**src/rtl/ps2_move_ctrl_pkg.sv**
```systemverilog
// Shared scancodes, direction encoding and parser state type for the PS/2 move controller.
package ps2_move_pkg;

   localparam logic [7:0] ScBreak = 8'hF0;
   localparam logic [7:0] ScExt   = 8'hE0;
   localparam logic [7:0] ScBat   = 8'hAA;
   localparam logic [7:0] ScErrFc = 8'hFC;
   localparam logic [7:0] ScErr00 = 8'h00;
   localparam logic [7:0] ScErrFf = 8'hFF;

   localparam logic [7:0] ScW = 8'h1D;
   localparam logic [7:0] ScS = 8'h1B;
   localparam logic [7:0] ScA = 8'h1C;
   localparam logic [7:0] ScD = 8'h23;
   localparam logic [7:0] ScR = 8'h2D;

   localparam logic [7:0] ScUp    = 8'h75;
   localparam logic [7:0] ScDown  = 8'h72;
   localparam logic [7:0] ScLeft  = 8'h6B;
   localparam logic [7:0] ScRight = 8'h74;

   typedef logic [1:0] dir_t;
   localparam dir_t DirUp    = 2'd0;
   localparam dir_t DirDown  = 2'd1;
   localparam dir_t DirLeft  = 2'd2;
   localparam dir_t DirRight = 2'd3;

   typedef enum logic [1:0] {StIdle, StBrk, StExt, StExtBrk} state_t;

   typedef struct packed {
      logic hit;
      dir_t dir;
   } key_t;

   function automatic logic is_err_byte(logic [7:0] b);
      return (b == ScErrFc) || (b == ScErr00) || (b == ScErrFf);
   endfunction

   function automatic key_t map_plain(logic [7:0] b);
      key_t k;
      k.hit = 1'b1;
      k.dir = DirUp;
      case (b)
         ScW:     k.dir = DirUp;
         ScS:     k.dir = DirDown;
         ScA:     k.dir = DirLeft;
         ScD:     k.dir = DirRight;
         ScBat:   k.hit = 1'b0;
         default: k.hit = 1'b0;
      endcase
      return k;
   endfunction

   function automatic key_t map_ext(logic [7:0] b);
      key_t k;
      k.hit = 1'b1;
      k.dir = DirUp;
      case (b)
         ScUp:    k.dir = DirUp;
         ScDown:  k.dir = DirDown;
         ScLeft:  k.dir = DirLeft;
         ScRight: k.dir = DirRight;
         default: k.hit = 1'b0;
      endcase
      return k;
   endfunction

endpackage

```
**src/rtl/ps2_move_ctrl_if.sv**
```systemverilog
// Move command handshake between the keyboard controller (master) and the game core (slave).
interface ps2_move_ctrl_if;
   import ps2_move_pkg::*;

   logic move_valid;
   dir_t move_dir;
   logic move_ready;

   modport master (output move_valid, output move_dir, input move_ready);
   modport slave  (input move_valid, input move_dir, output move_ready);
endinterface

```
**src/rtl/move_fifo.sv**
```systemverilog
// Small move-command FIFO with flush, explicit level counter and same-cycle push/pop.
module move_fifo #(
   parameter int unsigned DEPTH = 4,
   parameter int unsigned WIDTH = 2,
   localparam int unsigned LW = $clog2(DEPTH) + 1,
   localparam int unsigned AW = $clog2(DEPTH)
) (
   input  logic             clk,
   input  logic             rst,
   input  logic             push,
   input  logic [WIDTH-1:0] push_data,
   input  logic             pop,
   input  logic             flush,
   output logic             valid,
   output logic [WIDTH-1:0] head,
   output logic [LW-1:0]    level,
   output logic             overflow
);

   logic [WIDTH-1:0] mem_q [DEPTH];
   logic [AW-1:0]    wptr_q, rptr_q;
   logic [LW-1:0]    level_q;
   logic             full, do_push, do_pop;

   assign valid    = (level_q != '0);
   assign full     = (level_q == LW'(DEPTH));
   assign do_pop   = pop & valid;
   // A full queue still accepts a push when the head leaves on the same edge.
   assign do_push  = push & (~full | do_pop);
   assign overflow = push & full & ~do_pop;
   assign head     = valid ? mem_q[rptr_q] : '0;
   assign level    = level_q;

   always_ff @(posedge clk) begin
      if (do_push && !flush) mem_q[wptr_q] <= push_data;
   end

   always_ff @(posedge clk) begin
      if (rst || flush) begin
         wptr_q  <= '0;
         rptr_q  <= '0;
         level_q <= '0;
      end else begin
         if (do_push) wptr_q <= wptr_q + AW'(1);
         if (do_pop)  rptr_q <= rptr_q + AW'(1);
         case ({do_push, do_pop})
            2'b10:   level_q <= level_q + LW'(1);
            2'b01:   level_q <= level_q - LW'(1);
            default: level_q <= level_q;
         endcase
      end
   end

endmodule

```
**src/rtl/ps2_move_ctrl.sv**
```systemverilog
// PS/2 scancode parser: resolves E0/F0 prefixes and typematic repeat into queued move commands.
module ps2_move_ctrl
   import ps2_move_pkg::*;
#(
   parameter int unsigned FIFO_DEPTH  = 4,
   parameter int unsigned TIMEOUT_CYC = 250000,
   localparam int unsigned LW = $clog2(FIFO_DEPTH) + 1,
   localparam int unsigned CW = (TIMEOUT_CYC > 1) ? $clog2(TIMEOUT_CYC) : 1
) (
   input  logic                 clk25,
   input  logic                 rst,
   input  logic [7:0]           rx_byte,
   input  logic                 rx_valid,
   ps2_move_ctrl_if.master      mv,
   output logic                 restart_pulse,
   output logic                 kb_error,
   output logic [LW-1:0]        fifo_level
);

   state_t         state_q, state_d;
   logic [CW-1:0]  tmo_q;
   logic [3:0]     held_q, held_d;
   logic           r_held_q, r_held_d;
   logic           restart_q, restart_d;
   logic           err_q;
   logic           timeout, err_byte, overflow;
   logic           push, flush;
   dir_t           push_dir;
   key_t           plain_k, ext_k;

   assign plain_k  = map_plain(rx_byte);
   assign ext_k    = map_ext(rx_byte);
   assign err_byte = rx_valid & is_err_byte(rx_byte);
   assign timeout  = (state_q != StIdle) && !rx_valid && (tmo_q == CW'(TIMEOUT_CYC - 1));

   always_ff @(posedge clk25) begin
      if (rst) state_q <= StIdle;
      else     state_q <= state_d;
   end

   always_comb begin
      state_d = state_q;
      if (timeout) begin
         state_d = StIdle;
      end else if (rx_valid) begin
         if (err_byte) begin
            state_d = StIdle;
         end else begin
            unique case (state_q)
               StIdle:   state_d = (rx_byte == ScBreak) ? StBrk :
                                   (rx_byte == ScExt)   ? StExt : StIdle;
               StBrk:    state_d = StIdle;
               StExt:    state_d = (rx_byte == ScBreak) ? StExtBrk : StIdle;
               StExtBrk: state_d = StIdle;
            endcase
         end
      end
   end

   always_comb begin
      held_d    = held_q;
      r_held_d  = r_held_q;
      push      = 1'b0;
      push_dir  = plain_k.dir;
      flush     = 1'b0;
      restart_d = 1'b0;
      if (rx_valid && !err_byte) begin
         unique case (state_q)
            StIdle: begin
               if (plain_k.hit) begin
                  push             = ~held_q[plain_k.dir];
                  held_d[plain_k.dir] = 1'b1;
               end else if (rx_byte == ScR && !r_held_q) begin
                  flush     = 1'b1;
                  restart_d = 1'b1;
                  r_held_d  = 1'b1;
               end
            end
            StBrk: begin
               if (plain_k.hit)         held_d[plain_k.dir] = 1'b0;
               else if (rx_byte == ScR) r_held_d = 1'b0;
            end
            StExt: begin
               if (ext_k.hit) begin
                  push_dir          = ext_k.dir;
                  push              = ~held_q[ext_k.dir];
                  held_d[ext_k.dir] = 1'b1;
               end
            end
            StExtBrk: begin
               if (ext_k.hit) held_d[ext_k.dir] = 1'b0;
            end
         endcase
      end
      if (err_byte) begin
         held_d   = '0;
         r_held_d = 1'b0;
      end
   end

   always_ff @(posedge clk25) begin
      if (rst) begin
         tmo_q     <= '0;
         held_q    <= '0;
         r_held_q  <= 1'b0;
         restart_q <= 1'b0;
         err_q     <= 1'b0;
      end else begin
         // Counter idles at zero in StIdle and restarts on every received byte.
         if (rx_valid || state_q == StIdle || timeout) tmo_q <= '0;
         else                                          tmo_q <= tmo_q + CW'(1);
         held_q    <= held_d;
         r_held_q  <= r_held_d;
         restart_q <= restart_d;
         err_q     <= err_byte | timeout | overflow;
      end
   end

   assign restart_pulse = restart_q;
   assign kb_error      = err_q;

   move_fifo #(
      .DEPTH (FIFO_DEPTH),
      .WIDTH (2)
   ) u_fifo (
      .clk       (clk25),
      .rst       (rst),
      .push      (push),
      .push_data (push_dir),
      .pop       (mv.move_ready),
      .flush     (flush),
      .valid     (mv.move_valid),
      .head      (mv.move_dir),
      .level     (fifo_level),
      .overflow  (overflow)
   );

endmodule

```
**src/flat_wrapper.sv**
```systemverilog
// flat-port wrapper written by rule: the top's interface ports become plain ports
module ps2_move_ctrl_flat import ps2_move_pkg::*;
#(
   parameter int unsigned FIFO_DEPTH  = 4,
   parameter int unsigned TIMEOUT_CYC = 250000,
   localparam int unsigned LW = $clog2(FIFO_DEPTH) + 1,
   localparam int unsigned CW = (TIMEOUT_CYC > 1) ? $clog2(TIMEOUT_CYC) : 1
)
  (clk25, rst, rx_byte, rx_valid, restart_pulse, kb_error, fifo_level, mv_move_valid, mv_move_dir, mv_move_ready);
  ps2_move_ctrl_if mv_i ();
  input  logic clk25;
  input  logic rst;
  input  logic [7:0] rx_byte;
  input  logic rx_valid;
  output logic restart_pulse;
  output logic kb_error;
  output logic [LW-1:0] fifo_level;
  output wire logic [$bits(mv_i.move_valid)-1:0] mv_move_valid;
  output wire logic [$bits(mv_i.move_dir)-1:0] mv_move_dir;
  input wire logic [$bits(mv_i.move_ready)-1:0] mv_move_ready;
  assign mv_move_valid = mv_i.move_valid;
  assign mv_move_dir = mv_i.move_dir;
  assign mv_i.move_ready = mv_move_ready;
  ps2_move_ctrl #(.FIFO_DEPTH(FIFO_DEPTH), .TIMEOUT_CYC(TIMEOUT_CYC)) u_core (.clk25(clk25), .rst(rst), .rx_byte(rx_byte), .rx_valid(rx_valid), .mv(mv_i), .restart_pulse(restart_pulse), .kb_error(kb_error), .fifo_level(fifo_level));
endmodule
```
**config.mk**
```make
export PLATFORM = sky130hd
export DESIGN_NAME = ps2_move_ctrl_flat
export DESIGN_NICKNAME = d
export VERILOG_FILES = /design/src/rtl/ps2_move_ctrl_pkg.sv /design/src/rtl/ps2_move_ctrl_if.sv /design/src/rtl/move_fifo.sv /design/src/rtl/ps2_move_ctrl.sv /design/src/flat_wrapper.sv
export SDC_FILE = /design/constraint.sdc
export NUM_CORES = 1
export LEC_CHECK = 0
export ABC_AREA = 1
export CORE_MARGIN = 3
export CORE_UTILIZATION = 40
export CTS_CLUSTER_SIZE = 25
export DETAILED_ROUTE_END_ITERATION = 6
export PLACE_DENSITY = 0.56
export SLEW_MARGIN = 20
export SYNTH_ARGS = -nofsm -noshare
export SYNTH_HDL_FRONTEND = slang
export SYNTH_SLANG_ARGS = --single-unit
```
**constraint.sdc**
```tcl
create_clock -name clk25 -period 2.7 [get_ports clk25]
set_input_delay 0.405 -clock clk25 [delete_from_list [all_inputs] [get_ports clk25]]
set_output_delay 0.405 -clock clk25 [all_outputs]
set_load 0.05 [all_outputs]
```
==> run summary <==
The number of failing hold endpoints at the final stage is 0. The area of the die was 7310 um^2; the clock edge transition at the registers on the reported setup and hold paths was 0.08 ns. STA classifies the critical path startpoint as an input pin.

The sum of buffers and inverters on the critical path is 4, and the count of flip-flops with a built-in enable after synthesis is 8. The slowest stage of the critical path is the sky130_fd_sc_hd__clkdlybuf4s50_1 cell. The H-tree level count was 2. The flip-flop cell with the highest count after synthesis was sky130_fd_sc_hd__dfxtp_1. The logs give 634 for the filler cell count and 426 for the layout net count. TritonCTS built the clock tree. The tools report the root buffer cell as sky130_fd_sc_hd__clkbuf_8.

After detailed placement, the design holds a cell count of 476. From synthesis to final layout, the design area changed by 20.6%. The analysis attributes to cell leakage a power of 1.21 nW.

The placed cell area is 2940 um^2, and the minimum clock period is 2.42 ns. The tools report the max-cap violation count as 0. The weighted congestion reported at the end of routability-driven placement was 0.854; the post-route standard cell area excluding fillers was 3050 um^2.

The combined global-route utilization of all metal layers was 0.163; the iteration-0 DRC count of the detailed router was 85. The met2 track utilization from global routing was 0.268; the global routing usage on met1 was 0.219. Static timing analysis puts the maximum clock frequency at 0.413 GHz. The initial core utilization came out at 0.419. The worst setup path is captured at a flip-flop.

The tools report the number of antenna violations at the first check in global routing as 0. The run gives 2238 as the via count of the first global-routing pass. The worst setup path is of the in2reg kind. For this run, the slowest stage of the critical path takes 0.48 ns. For the total setup violations reported at the end of the flow, the log shows 0. The share of flip-flops with an asynchronous set or reset was 0.

Hold timing on the final database bottoms out at a slack of 0.468 ns. The clock drives 44 sinks. The met3 layer usage reported by global route is 0.0259, and the count of cell types in the netlist is 35. Summing internal, switching and leakage power gives 1.63 mW. The wire length of the first global-routing pass was 9690 um. 20 I/O pins were placed. The worst-case clock skew was 0.0176 ns. Dividing the synthesized area by the synthesized cell count gives 6.91 um^2. For the pin count of the biggest net entering global routing, the log shows 16.

Combined area of all synthesized cells: 2530 um^2. The run gives 2.89 ns as the required time reported for the critical path endpoint. The placeable core region is 6030 um^2. The signal on the critical path passes through clkdlybuf4s50_1, inv_1, nand2_1, nor2_1, nand2_1, nand4_1, nand4_1, o21ai_4, nand2_2, nand2_2, inv_1, fa_1, inv_1, nand2_1, a21oi_1, nor2_1. The power density relative to cell area was 536 nW/um^2. The final cell utilization of the core is 0.506, and the number of slew-limit violations in the final report is 0. The run gives 0 as the number of hold buffers added after CTS. The ratio of final minimum period to clock period came out at 0.897.

The average wire per standard cell is 11.3 um, and the total detailed-routing wirelength is 5450 um. The initialized floorplan defines 28 standard-cell rows. The total nets after synthesis was 384. The share of the yosys chip area belonging to registers is 0.380, and the number of DRC violations after detailed routing is 0. The run gives 0 as the number of diodes.

Clock tree synthesis inserted a total of 5 buffers. The tools report the clock tree buffer depth as 2. The flow ran to the end, and the final reports show no timing, DRC or antenna violations. Once layout is complete, the cells apart from fillers number 484. The HPWL after detailed placement is 4340 um. The floorplan step set the die width to 85.5 um.

After synthesis the netlist holds a flip-flop and latch count of 44. Along the worst path, the maximum fanout reaches 4. Once the clock tree was built, the resizer swapped 0 gates to a different size. The slew at the pin closest to its max-slew limit works out to 0.969 ns. The count of antenna-violating nets left after detailed routing was 0. For this run, the number of Yosys warnings is 0. In the synthesized netlist, the number of instances is 366.

The tools report the worst max-slew margin expressed relative to the limit as 0.346. Among cell families on the critical path, the largest total delay comes from simple AND/OR/NAND/NOR gates. The min-delay analysis places its worst path in the category reg2reg. The number of setup buffers added after CTS is 0. The vertical extent of the die was 85.5 um; the clock latency on the worst-skew pair was 0.31 ns. Worst endpoint data arrival time: 2.62 ns. The first-pass detailed-route iteration total came out at 4. Setup repair after global routing left no endpoint under its margin. met2 is the most crowded layer. The number of buffers added on ports is 19. The routed via count divided by cell count works out to 4.80. The ratio of cells with drive above 1 in the final layout came out at 0.125. IR analysis of the VDD net gives a maximum drop of 490 uV. The logs give 0 for the sum of overflow across all layers after global routing and 2323 for the total via count in the routed design.
-- cell usage in the layout (no fill, tap or decap), types with 8 or more instances in the layout --
cell type and instances:
sky130_fd_sc_hd__nand2_1 73, sky130_fd_sc_hd__inv_1 61, sky130_fd_sc_hd__nor2_1 58, sky130_fd_sc_hd__dfxtp_1 36, sky130_fd_sc_hd__a21oi_1 26, sky130_fd_sc_hd__clkdlybuf4s50_1 19, sky130_fd_sc_hd__buf_4 18, sky130_fd_sc_hd__nand3_1 17
sky130_fd_sc_hd__o21ai_0 16, sky130_fd_sc_hd__nand4_1 12, sky130_fd_sc_hd__nor3_1 9, sky130_fd_sc_hd__edfxtp_1 8
-- cells in the mapped netlist, types with 7 or more instances --
library cell | n | share of area
sky130_fd_sc_hd__dfxtp_1 | 36 | 0.29
sky130_fd_sc_hd__inv_1 | 61 | 0.091
sky130_fd_sc_hd__nand4_1 | 12 | 0.030
sky130_fd_sc_hd__a21oi_1 | 26 | 0.051
sky130_fd_sc_hd__o21ai_0 | 16 | 0.032
sky130_fd_sc_hd__nand2_2 | 7 | 0.017
sky130_fd_sc_hd__edfxtp_1 | 8 | 0.095
sky130_fd_sc_hd__nand2_1 | 73 | 0.11
sky130_fd_sc_hd__nand3_1 | 17 | 0.034
sky130_fd_sc_hd__nor3_1 | 9 | 0.018
sky130_fd_sc_hd__nor2_1 | 58 | 0.086
-- state kept, by name, indices dropped and copies added, names as in the netlist, named ones only --
| name | flops |
|---|---|
| u_core.state_q | 2 |
| u_core.u_fifo.wptr_q | 2 |
| u_core.u_fifo.level | 3 |
| u_core.held_q | 4 |
| u_core.u_fifo.mem_q | 8 |
| u_core.tmo_q | 18 |
| u_core.restart_pulse | 1 |
| u_core.kb_error | 1 |
| u_core.r_held_q | 1 |
| u_core.u_fifo.rptr_q | 2 |
-- layer usage --
| layer | part of all wire | wire length, um |
|---|---|---|
| met4 | 0.013 | 69 |
| met5 | 0 | 0 |
| met3 | 0.038 | 206 |
| met1 | 0.49 | 2680 |
| met2 | 0.46 | 2490 |
-- final cells by class --
| class | count | area, um^2 | area share |
|---|---|---|---|
| clock inverters | 3 | 45.0 | 0.0148 |
| repair buffers | 37 | 325 | 0.107 |
| flip-flops and latches | 44 | 961 | 0.315 |
| inverters | 64 | 240 | 0.0788 |
| clock buffers | 5 | 68.8 | 0.0226 |
| multi-input cells | 256 | 1320 | 0.431 |
| well taps | 75 | 93.8 | 0.0308 |
-- per-stage QoR --
step,setup TNS [ns],worst slack [ns]
after global routing,0,0.0204
after floorplan,0,0.521
final,0,0.277
after global placement,0,0.00413
after detailed placement,-0.0238,-0.0238
after CTS,0,0.281
-- kinds of logic after synthesis --
logic type / Yosys count / synth area share
adders and majority gates: 6 / 0.0327
buffers and inverters: 66 / 0.0995
DFF: 44 / 0.380
xor gates and xnor gates: 6 / 0.0208
and+or+nand+nor: 194 / 0.356
AOI/OAI and AO/OA: 50 / 0.111
-- power breakdown --
| group | switching, mW | internal, mW | leakage, nW |
|---|---|---|---|
| sequential | 0.0321 | 0.690 | 0.372 |
| clock | 0.250 | 0.280 | 0.0591 |
| combinational | 0.251 | 0.132 | 0.780 |
| total | 0.532 | 1.10 | 1.21 |
-- path summary, 6_finish.rpt --
kind	start	end	slack, ns	cells past startpoint
setup / recovery	rx_byte[4]	u_core.u_fifo.level[2]	0.28	16
hold reg to reg	u_core.tmo_q[0]	u_core.tmo_q[0]	0.47	1
setup reg to reg	u_core.state_q[1]	u_core.u_fifo.mem_q[0][1]	0.58	4
hold / removal	u_core.tmo_q[0]	u_core.tmo_q[0]	0.47	1
No activity file was read; power rests on OpenSTA's default activity.
